<file path="src/rtl/i2c_bus_scheduler_if.sv">
// Requester-side and i2c_master-side signals of the shared I2C bus scheduler.
// The scheduler uses the master modport; the requesters and i2c_master see the slave side.
interface i2c_bus_scheduler_if #(
    parameter int NUM_REQ = 4
) ();
    logic [NUM_REQ-1:0]        req;
    logic [NUM_REQ-1:0][6:0]   req_device_id;
    logic [NUM_REQ-1:0]        req_rw;
    logic [NUM_REQ-1:0][31:0]  req_data_wr;
    logic [NUM_REQ-1:0][7:0]   req_number_of_bytes;
    logic [NUM_REQ-1:0]        grant;
    logic [NUM_REQ-1:0]        done;
    logic [31:0]               rd_data;
    logic                      err;
    logic                      timeout;
    logic                      i2c_ena;
    logic [6:0]                i2c_addr;
    logic                      i2c_rw;
    logic [31:0]               i2c_data_wr;
    logic [7:0]                i2c_number_of_bytes;
    logic                      i2c_busy;
    logic [7:0]                i2c_byte_counter;
    logic [31:0]               i2c_data_rd;
    logic                      i2c_ack_error;

    modport master (
        input  req, req_device_id, req_rw, req_data_wr, req_number_of_bytes,
        input  i2c_busy, i2c_byte_counter, i2c_data_rd, i2c_ack_error,
        output grant, done, rd_data, err, timeout,
        output i2c_ena, i2c_addr, i2c_rw, i2c_data_wr, i2c_number_of_bytes
    );

    modport slave (
        output req, req_device_id, req_rw, req_data_wr, req_number_of_bytes,
        output i2c_busy, i2c_byte_counter, i2c_data_rd, i2c_ack_error,
        input  grant, done, rd_data, err, timeout,
        input  i2c_ena, i2c_addr, i2c_rw, i2c_data_wr, i2c_number_of_bytes
    );
endinterface

</file>
<file path="src/rtl/i2c_bus_scheduler.sv">
// Round-robin scheduler sharing one i2c_master among NUM_REQ requesters, with an
// inter-transaction idle gap and a grant-to-completion watchdog.
module i2c_bus_scheduler_lane (
    input  logic        sel,
    input  logic [6:0]  addr,
    input  logic        rw,
    input  logic [31:0] data_wr,
    input  logic [7:0]  nbytes,
    output logic [47:0] fld
);
    assign fld = sel ? {addr, rw, data_wr, nbytes} : 48'd0;
endmodule

module i2c_bus_scheduler #(
    parameter int NUM_REQ        = 4,
    parameter int GAP_CYCLES     = 100,
    parameter int TIMEOUT_CYCLES = 1000000
) (
    input logic             clock,
    input logic             reset_n,
    i2c_bus_scheduler_if.master bus
);
    localparam int GAP_W = (GAP_CYCLES > 1) ? $clog2(GAP_CYCLES) : 1;
    localparam int WD_W  = (TIMEOUT_CYCLES > 1) ? $clog2(TIMEOUT_CYCLES) : 1;
    localparam logic [NUM_REQ-1:0] ONE     = NUM_REQ'(1);
    localparam logic [GAP_W-1:0]   GAP_LIM = GAP_W'(GAP_CYCLES - 1);
    localparam logic [WD_W-1:0]    WD_LIM  = WD_W'(TIMEOUT_CYCLES - 1);

    typedef enum logic [2:0] {IDLE, RUN, WAIT_IDLE, COMPLETE, GAP} state_t;

    typedef struct packed {
        logic [6:0]  addr;
        logic        rw;
        logic [31:0] data_wr;
        logic [7:0]  nbytes;
    } req_fld_t;

    state_t             state;
    logic [NUM_REQ-1:0] ptr;      // one-hot: highest-priority requester
    logic [NUM_REQ-1:0] owner;    // one-hot: requester owning the bus
    logic [NUM_REQ-1:0] ptr_nxt;
    logic [NUM_REQ-1:0] masked;
    logic [NUM_REQ-1:0] pick;
    logic [GAP_W-1:0]   gap_cnt;
    logic [WD_W-1:0]    wd_cnt;
    logic [47:0]        fld_or [NUM_REQ+1];
    req_fld_t           sel;
    logic [7:0]         nb_eff;

    // Lowest set bit at or above ptr, else lowest set bit overall (wrap).
    assign masked = bus.req & ~(ptr - ONE);
    assign pick   = (masked != '0) ? (masked & (~masked + ONE))
                                   : (bus.req & (~bus.req + ONE));

    assign fld_or[0] = '0;
    generate
        for (genvar i = 0; i < NUM_REQ; i++) begin : g_lane
            logic [47:0] lane_fld;
            i2c_bus_scheduler_lane u_lane (
                .sel     (pick[i]),
                .addr    (bus.req_device_id[i]),
                .rw      (bus.req_rw[i]),
                .data_wr (bus.req_data_wr[i]),
                .nbytes  (bus.req_number_of_bytes[i]),
                .fld     (lane_fld)
            );
            assign fld_or[i+1] = fld_or[i] | lane_fld;
        end
        if (NUM_REQ == 1) begin : g_ptr1
            assign ptr_nxt = owner;
        end else begin : g_ptrn
            assign ptr_nxt = {owner[NUM_REQ-2:0], owner[NUM_REQ-1]};
        end
    endgenerate

    assign sel    = req_fld_t'(fld_or[NUM_REQ]);
    assign nb_eff = (sel.nbytes == 8'd0) ? 8'd1 : sel.nbytes;

    always_ff @(posedge clock or negedge reset_n) begin
        if (!reset_n) begin
            state                   <= IDLE;
            ptr                     <= ONE;
            owner                   <= '0;
            gap_cnt                 <= '0;
            wd_cnt                  <= '0;
            bus.grant               <= '0;
            bus.done                <= '0;
            bus.rd_data             <= '0;
            bus.err                 <= 1'b0;
            bus.timeout             <= 1'b0;
            bus.i2c_ena             <= 1'b0;
            bus.i2c_addr            <= '0;
            bus.i2c_rw              <= 1'b0;
            bus.i2c_data_wr         <= '0;
            bus.i2c_number_of_bytes <= '0;
        end else begin
            case (state)
                IDLE: begin
                    if (bus.req != '0) begin
                        owner                   <= pick;
                        bus.grant               <= pick;
                        bus.i2c_addr            <= sel.addr;
                        bus.i2c_rw              <= sel.rw;
                        bus.i2c_data_wr         <= sel.data_wr;
                        bus.i2c_number_of_bytes <= nb_eff;
                        bus.i2c_ena             <= 1'b1;
                        bus.err                 <= 1'b0;
                        bus.timeout             <= 1'b0;
                        wd_cnt                  <= '0;
                        state                   <= RUN;
                    end
                end
                RUN, WAIT_IDLE: begin
                    bus.err <= bus.err | bus.i2c_ack_error;
                    if (wd_cnt == WD_LIM) begin
                        // Watchdog abort still completes the handshake so the owner sees done.
                        bus.i2c_ena <= 1'b0;
                        bus.timeout <= 1'b1;
                        bus.err     <= 1'b1;
                        bus.grant   <= '0;
                        bus.done    <= owner;
                        bus.rd_data <= bus.i2c_data_rd;
                        state       <= COMPLETE;
                    end else begin
                        wd_cnt <= wd_cnt + 1'b1;
                        if (state == RUN) begin
                            if (bus.i2c_byte_counter >= bus.i2c_number_of_bytes) begin
                                bus.i2c_ena <= 1'b0;
                                state       <= WAIT_IDLE;
                            end
                        end else if (!bus.i2c_busy) begin
                            bus.grant   <= '0;
                            bus.done    <= owner;
                            bus.rd_data <= bus.i2c_data_rd;
                            state       <= COMPLETE;
                        end
                    end
                end
                COMPLETE: begin
                    bus.done <= '0;
                    ptr      <= ptr_nxt;
                    owner    <= '0;
                    gap_cnt  <= '0;
                    state    <= (GAP_CYCLES == 0) ? IDLE : GAP;
                end
                GAP: begin
                    if (gap_cnt == GAP_LIM) state <= IDLE;
                    else                    gap_cnt <= gap_cnt + 1'b1;
                end
                default: state <= IDLE;
            endcase
        end
    end
endmodule

</file>
<file path="src/flat_wrapper.sv">
// flat-port wrapper written by rule: the top's interface ports become plain ports
module i2c_bus_scheduler_flat 
#(
    parameter int NUM_REQ        = 4,
    parameter int GAP_CYCLES     = 100,
    parameter int TIMEOUT_CYCLES = 1000000
)
  (clock, reset_n, bus_req, bus_req_device_id, bus_req_rw, bus_req_data_wr, bus_req_number_of_bytes, bus_i2c_busy, bus_i2c_byte_counter, bus_i2c_data_rd, bus_i2c_ack_error, bus_grant, bus_done, bus_rd_data, bus_err, bus_timeout, bus_i2c_ena, bus_i2c_addr, bus_i2c_rw, bus_i2c_data_wr, bus_i2c_number_of_bytes);
  i2c_bus_scheduler_if #(.NUM_REQ(NUM_REQ)) bus_i ();
  input logic clock;
  input logic reset_n;
  input wire logic [$bits(bus_i.req)-1:0] bus_req;
  input wire logic [$bits(bus_i.req_device_id)-1:0] bus_req_device_id;
  input wire logic [$bits(bus_i.req_rw)-1:0] bus_req_rw;
  input wire logic [$bits(bus_i.req_data_wr)-1:0] bus_req_data_wr;
  input wire logic [$bits(bus_i.req_number_of_bytes)-1:0] bus_req_number_of_bytes;
  input wire logic [$bits(bus_i.i2c_busy)-1:0] bus_i2c_busy;
  input wire logic [$bits(bus_i.i2c_byte_counter)-1:0] bus_i2c_byte_counter;
  input wire logic [$bits(bus_i.i2c_data_rd)-1:0] bus_i2c_data_rd;
  input wire logic [$bits(bus_i.i2c_ack_error)-1:0] bus_i2c_ack_error;
  output wire logic [$bits(bus_i.grant)-1:0] bus_grant;
  output wire logic [$bits(bus_i.done)-1:0] bus_done;
  output wire logic [$bits(bus_i.rd_data)-1:0] bus_rd_data;
  output wire logic [$bits(bus_i.err)-1:0] bus_err;
  output wire logic [$bits(bus_i.timeout)-1:0] bus_timeout;
  output wire logic [$bits(bus_i.i2c_ena)-1:0] bus_i2c_ena;
  output wire logic [$bits(bus_i.i2c_addr)-1:0] bus_i2c_addr;
  output wire logic [$bits(bus_i.i2c_rw)-1:0] bus_i2c_rw;
  output wire logic [$bits(bus_i.i2c_data_wr)-1:0] bus_i2c_data_wr;
  output wire logic [$bits(bus_i.i2c_number_of_bytes)-1:0] bus_i2c_number_of_bytes;
  assign bus_i.req = bus_req;
  assign bus_i.req_device_id = bus_req_device_id;
  assign bus_i.req_rw = bus_req_rw;
  assign bus_i.req_data_wr = bus_req_data_wr;
  assign bus_i.req_number_of_bytes = bus_req_number_of_bytes;
  assign bus_i.i2c_busy = bus_i2c_busy;
  assign bus_i.i2c_byte_counter = bus_i2c_byte_counter;
  assign bus_i.i2c_data_rd = bus_i2c_data_rd;
  assign bus_i.i2c_ack_error = bus_i2c_ack_error;
  assign bus_grant = bus_i.grant;
  assign bus_done = bus_i.done;
  assign bus_rd_data = bus_i.rd_data;
  assign bus_err = bus_i.err;
  assign bus_timeout = bus_i.timeout;
  assign bus_i2c_ena = bus_i.i2c_ena;
  assign bus_i2c_addr = bus_i.i2c_addr;
  assign bus_i2c_rw = bus_i.i2c_rw;
  assign bus_i2c_data_wr = bus_i.i2c_data_wr;
  assign bus_i2c_number_of_bytes = bus_i.i2c_number_of_bytes;
  i2c_bus_scheduler #(.NUM_REQ(NUM_REQ), .GAP_CYCLES(GAP_CYCLES), .TIMEOUT_CYCLES(TIMEOUT_CYCLES)) u_core (.clock(clock), .reset_n(reset_n), .bus(bus_i));
endmodule
</file>
<file path="config.mk">
export PLATFORM = sky130hd
export DESIGN_NAME = i2c_bus_scheduler_flat
export DESIGN_NICKNAME = d
export VERILOG_FILES = /design/src/rtl/i2c_bus_scheduler_if.sv /design/src/rtl/i2c_bus_scheduler.sv /design/src/flat_wrapper.sv
export SDC_FILE = /design/constraint.sdc
export NUM_CORES = 1
export LEC_CHECK = 0
export BUFFER_PORTS_ARGS = -buffer_cell sky130_fd_sc_hd__buf_2
export CAP_MARGIN = 20
export CORE_MARGIN = 2
export CORE_UTILIZATION = 41
export CTS_CLUSTER_DIAMETER = 40
export DETAILED_ROUTE_END_ITERATION = 6
export PLACE_DENSITY = 0.74
export SETUP_SLACK_MARGIN = 0.3
export SYNTH_ARGS = -nofsm -noshare
export SYNTH_HDL_FRONTEND = slang
export SYNTH_HIERARCHICAL = 1
export SYNTH_SLANG_ARGS = --single-unit
export TNS_END_PERCENT = 1
</file>
<file path="constraint.sdc">
create_clock -name clock -period 2.2 [get_ports clock]
set_input_delay 0.33 -clock clock [delete_from_list [all_inputs] [get_ports clock]]
set_output_delay 0.33 -clock clock [all_outputs]
set_load 0.02 [all_outputs]
</file>
==> flow_metrics.py <==
metrics = {
    "run_status": {
        "status": "complete, but fails checks",
        "violations": "negative setup slack",
    },
    "logic_synthesis": {
        "synth_compound_area_frac": 0.0973,
        "synth_edf_count": 0,
        "synth_largest_area_cell": "dfrtp_1",
        "synth-simple-area-share": 0.330,
        "synth.top_cell.area_share": 0.429,
        "synthAdderAreaFrac": 0.0184,
        "synth_seq_cells": 129,
        "syn_area_per_cell_um2": 9.58,
        "synthMuxAreaShare": 0.0513,
        "ys_seq_area_frac": 0.433,
        "synthCells": 779,
        "synth_top_family_by_area": "simple AND/OR/NAND/NOR gates",
        "yosysMostFrequentCell": "dfrtp_1",
        "syn_nets": 1030,
        "yosys_most_used_dff": "dfrtp_1",
        "synth.top_cells.by_count": "dfrtp_1 (128), and2_1 (113), and2_2 (84), nor2_1 (81), a21oi_1 (63)",
        "synth_xor_area_frac": 0.0235,
        "ys_top_cells_by_area": "dfrtp_1 (43%), and2_1 (9.5%), and2_2 (8.5%), mux2_2 (4.7%), a21oi_1 (4.2%)",
        "yosys.cell_types.count": 57,
        "yosys_warnings": 6,
        "netlist_area_mm2": 0.00746,
        "async_reset_ff_frac": 1.00,
    },
    "placed_design": {
        "numPortBuffers": 330,
        "place_hpwl_um": 17200,
        "place_ws_ns": -0.184,
        "gp_congestion": 0.948,
    },
    "detailed_routing": {
        "via_per_inst": 5.18,
        "post_drt_wl_per_cell_um": 17.0,
        "drt_wl_total_um": 23500,
        "ant_nets": 0,
        "drt_iter0_drc": 369,
        "first_pass_iters": 4,
        "num_vias": 7141,
        "post-route-drc-count": 0,
    },
    "floorplan": {
        "coreArea_mm2": 0.0179,
        "die_x_um": 139,
        "ios": 331,
        "die_h_um": 139,
        "row_count": 49,
        "start_util": 0.417,
        "dieArea_mm2": 0.0193,
    },
    "sta": {
        "slew_viol_final": 0,
        "clock_skew_ns": 0.0125,
        "hold_viol": 0,
        "slew_headroom": 0.612,
        "tns_ns": -4.31,
        "setup_ws_ns": -0.221,
        "rsz0062_at_grt": "yes",
        "min_period_ns": 2.42,
        "finalSetupViolations": 41,
        "finalCritPeriodShare": 1.10,
        "worst_pin_slew_ns": 0.582,
        "whs_ns": 0.142,
        "fmax_mhz": 413,
    },
    "setup_path": {
        "slowest_stage": "dfstp_2",
        "cpLargestDelayFamily": "flip-flops",
        "crit_path_frequent_cell": "buf_12",
        "worst_setup_path_start_kind": "flop",
        "cp.arrival_ns": 2.71,
        "path_cells": "inv_2 > ha_4 > xnor2_2 > nand2_2 > a41o_4 > buf_12 > buf_4 > buf_12 > and2_2 > nor4_2 > a21oi_1",
        "path_class": "flop to flop",
        "crit_path_max_incr_delay_ns": 0.56,
        "crit_buf_inv": 4,
        "crit_required_ns": 2.49,
        "end_kind": "flop",
        "worstPathMaxFanout": 21,
    },
    "clock_tree": {
        "htree_num_levels": 4,
        "cts.root.buffer_cell": "clkbuf_16",
        "cts_buffers": 17,
        "cts_num_sinks": 129,
        "cts.clk_slew.worst_paths_ns": 0.06,
        "clkLatencyLatePin_ns": 0.41,
        "cts.path.max_buffers": 2,
        "cts_tree": "done",
    },
    "pwr": {
        "p_seq_frac": 0.233,
        "pwr-share-comb": 0.585,
        "switchingPower_w": 0.00705,
        "p_per_area_mw_per_mm2": 1590,
        "cellLeakagePower_nw": 5.38,
        "swShare": 0.407,
        "vdd_drop_max_mv": 0.790,
        "internal_power_w": 0.0103,
        "p_clk_frac": 0.182,
    },
    "cells_and_area": {
        "fin_nets": 1388,
        "area.growth.synth_to_final_pct": 46.0,
        "nFillCells": 1542,
        "drive_gt1_frac": 0.526,
        "n_antenna_cell": 0,
    },
    "grt": {
        "grt_pass1_wl_um": 36900,
        "grt_util_all_layers": 0.238,
        "grt_pass1_vias": 7046,
        "grt_antenna_before_repair": 0,
        "grt_max_degree": 69,
        "overflow": 0,
    },
    "job": {
        "maxCapViolations": 0,
    },
    "worst_hold_path": {
        "min_path_type": "input port to flop",
    },
}
sequential cells by signal (all words and copies together) (netlist names):
signal                          flops
u_core/bus.grant                    4
u_core/bus.rd_data                 32
u_core/bus.i2c_ena                  1
u_core/bus.i2c_number_of_bytes      8
u_core/bus.i2c_data_wr             32
u_core/bus.err                      1
u_core/wd_cnt                      20
u_core/gap_cnt                      7
u_core/bus.done                     4
u_core/ptr                          4
u_core/bus.i2c_rw                   1
u_core/state                        3
u_core/owner                        4
u_core/bus.timeout                  1
u_core/bus.i2c_addr                 7
power by group through the flow:
| stage | Clock [W] | Sequential (W) | Combinational, W |
|---|---|---|---|
| floorplan | 0 | 0.00494 | 0.00502 |
| global placement | 0 | 0.00399 | 0.00853 |
| detailed placement | 0 | 0.00402 | 0.00871 |
| CTS | 0.00323 | 0.00401 | 0.00974 |
| global route | 0.00335 | 0.00416 | 0.0109 |
| finish | 0.00315 | 0.00403 | 0.0101 |
worst register-to-register path: stages (launching register included):
cell     delay (ns)
dfstp_2        0.56
inv_2          0.05
ha_4           0.16
xnor2_2        0.19
nand2_2        0.10
a41o_4         0.25
buf_12         0.14
buf_4          0.14
buf_12         0.15
and2_2         0.18
nor4_2         0.27
a21oi_1        0.10
layout by cell type (no fill, tap or decap), types with 14 or more instances in the layout:
master and count:
nor2_1 81, buf_2 329, nand2_1 21, clkbuf_16 20
a21oi_1 59, nor4_1 15, buf_4 36, and2_4 26
dfrtp_1 126, nand3_1 14, and2_1 104, mux2_4 32
nor4_2 24, and2_2 67
final timing paths:
path                                                  from                            endpoint  slack, ns  cells past startpoint
setup / recovery                 u_core/ptr[0]$_DFFE_PN1P_  u_core/bus.i2c_addr[4]$_DFFE_PN0P_      -0.22                     11
hold / removal                         bus_i2c_data_rd[30]  u_core/bus.rd_data[30]$_DFFE_PN0P_       0.14                      2
setup reg to reg                 u_core/ptr[0]$_DFFE_PN1P_  u_core/bus.i2c_addr[4]$_DFFE_PN0P_      -0.22                     11
hold reg to reg            u_core/bus.grant[1]$_DFFE_PN0P_     u_core/bus.grant[1]$_DFFE_PN0P_       0.49                      1
max in group asynchronous                          reset_n      u_core/bus.done[0]$_DFFE_PN0P_       1.09                      3
min in group asynchronous                          reset_n  u_core/bus.rd_data[25]$_DFFE_PN0P_       0.47                      2
routing by layer:
layer	wire, um	global-route usage	vias to the layer above
li1	-	-	3403
met1	9740	0.311	3465
met2	12000	0.400	242
met3	1400	0.0501	31
met4	355	0.0675	0
met5	0	0	-
stage by stage:
stage / instances / total power, W / util / cell area [um^2]
after detailed placement: 1339 / 0.0127 / 0.539 / 9660
after CTS: 1372 / 0.0170 / 0.601 / 10800
after global routing: 1379 / 0.0184 / 0.608 / 10900
final: 1379 / 0.0173 / 0.608 / 10900
after floorplan: 779 / 0.00996 / - / 7570
after global placement: 1339 / 0.0125 / 0.539 / 9660
area by class of cell:
class,instances,area (um^2),area share
inverters,15,58.8,0.00540
clock inverters,14,229,0.0210
flip-flops and latches,129,3230,0.297
clock buffers,18,429,0.0394
repair buffers,381,2210,0.203
well taps,229,287,0.0263
multi-input cells,593,4450,0.408
repair_timing:
| action | 4_1_cts | 5_1_grt |
|---|---|---|
| cloned | 0 | 2 |
| gates resized for setup | 94 | 10 |
| hold endpoints to repair | 55 | 0 |
| hold buffers | 1 | 0 |
| pin swaps | 55 | 9 |
| buffers inserted | 0 | 5 |
| setup endpoints to repair | 85 | 113 |
cell families (layout without fill, tap and decap cells):
logic type / count (synthesis) / after routing
multiplexers: 34 / 34
XOR/XNOR: 20 / 20
buffers and inverters: 57 / 428
adder cells (fa/ha/maj): 11 / 11
flip-flops: 129 / 129
AND/OR/NAND/NOR: 414 / 414
AO/OA/AOI/OAI: 114 / 114
(Power assumes the default switching activity.)
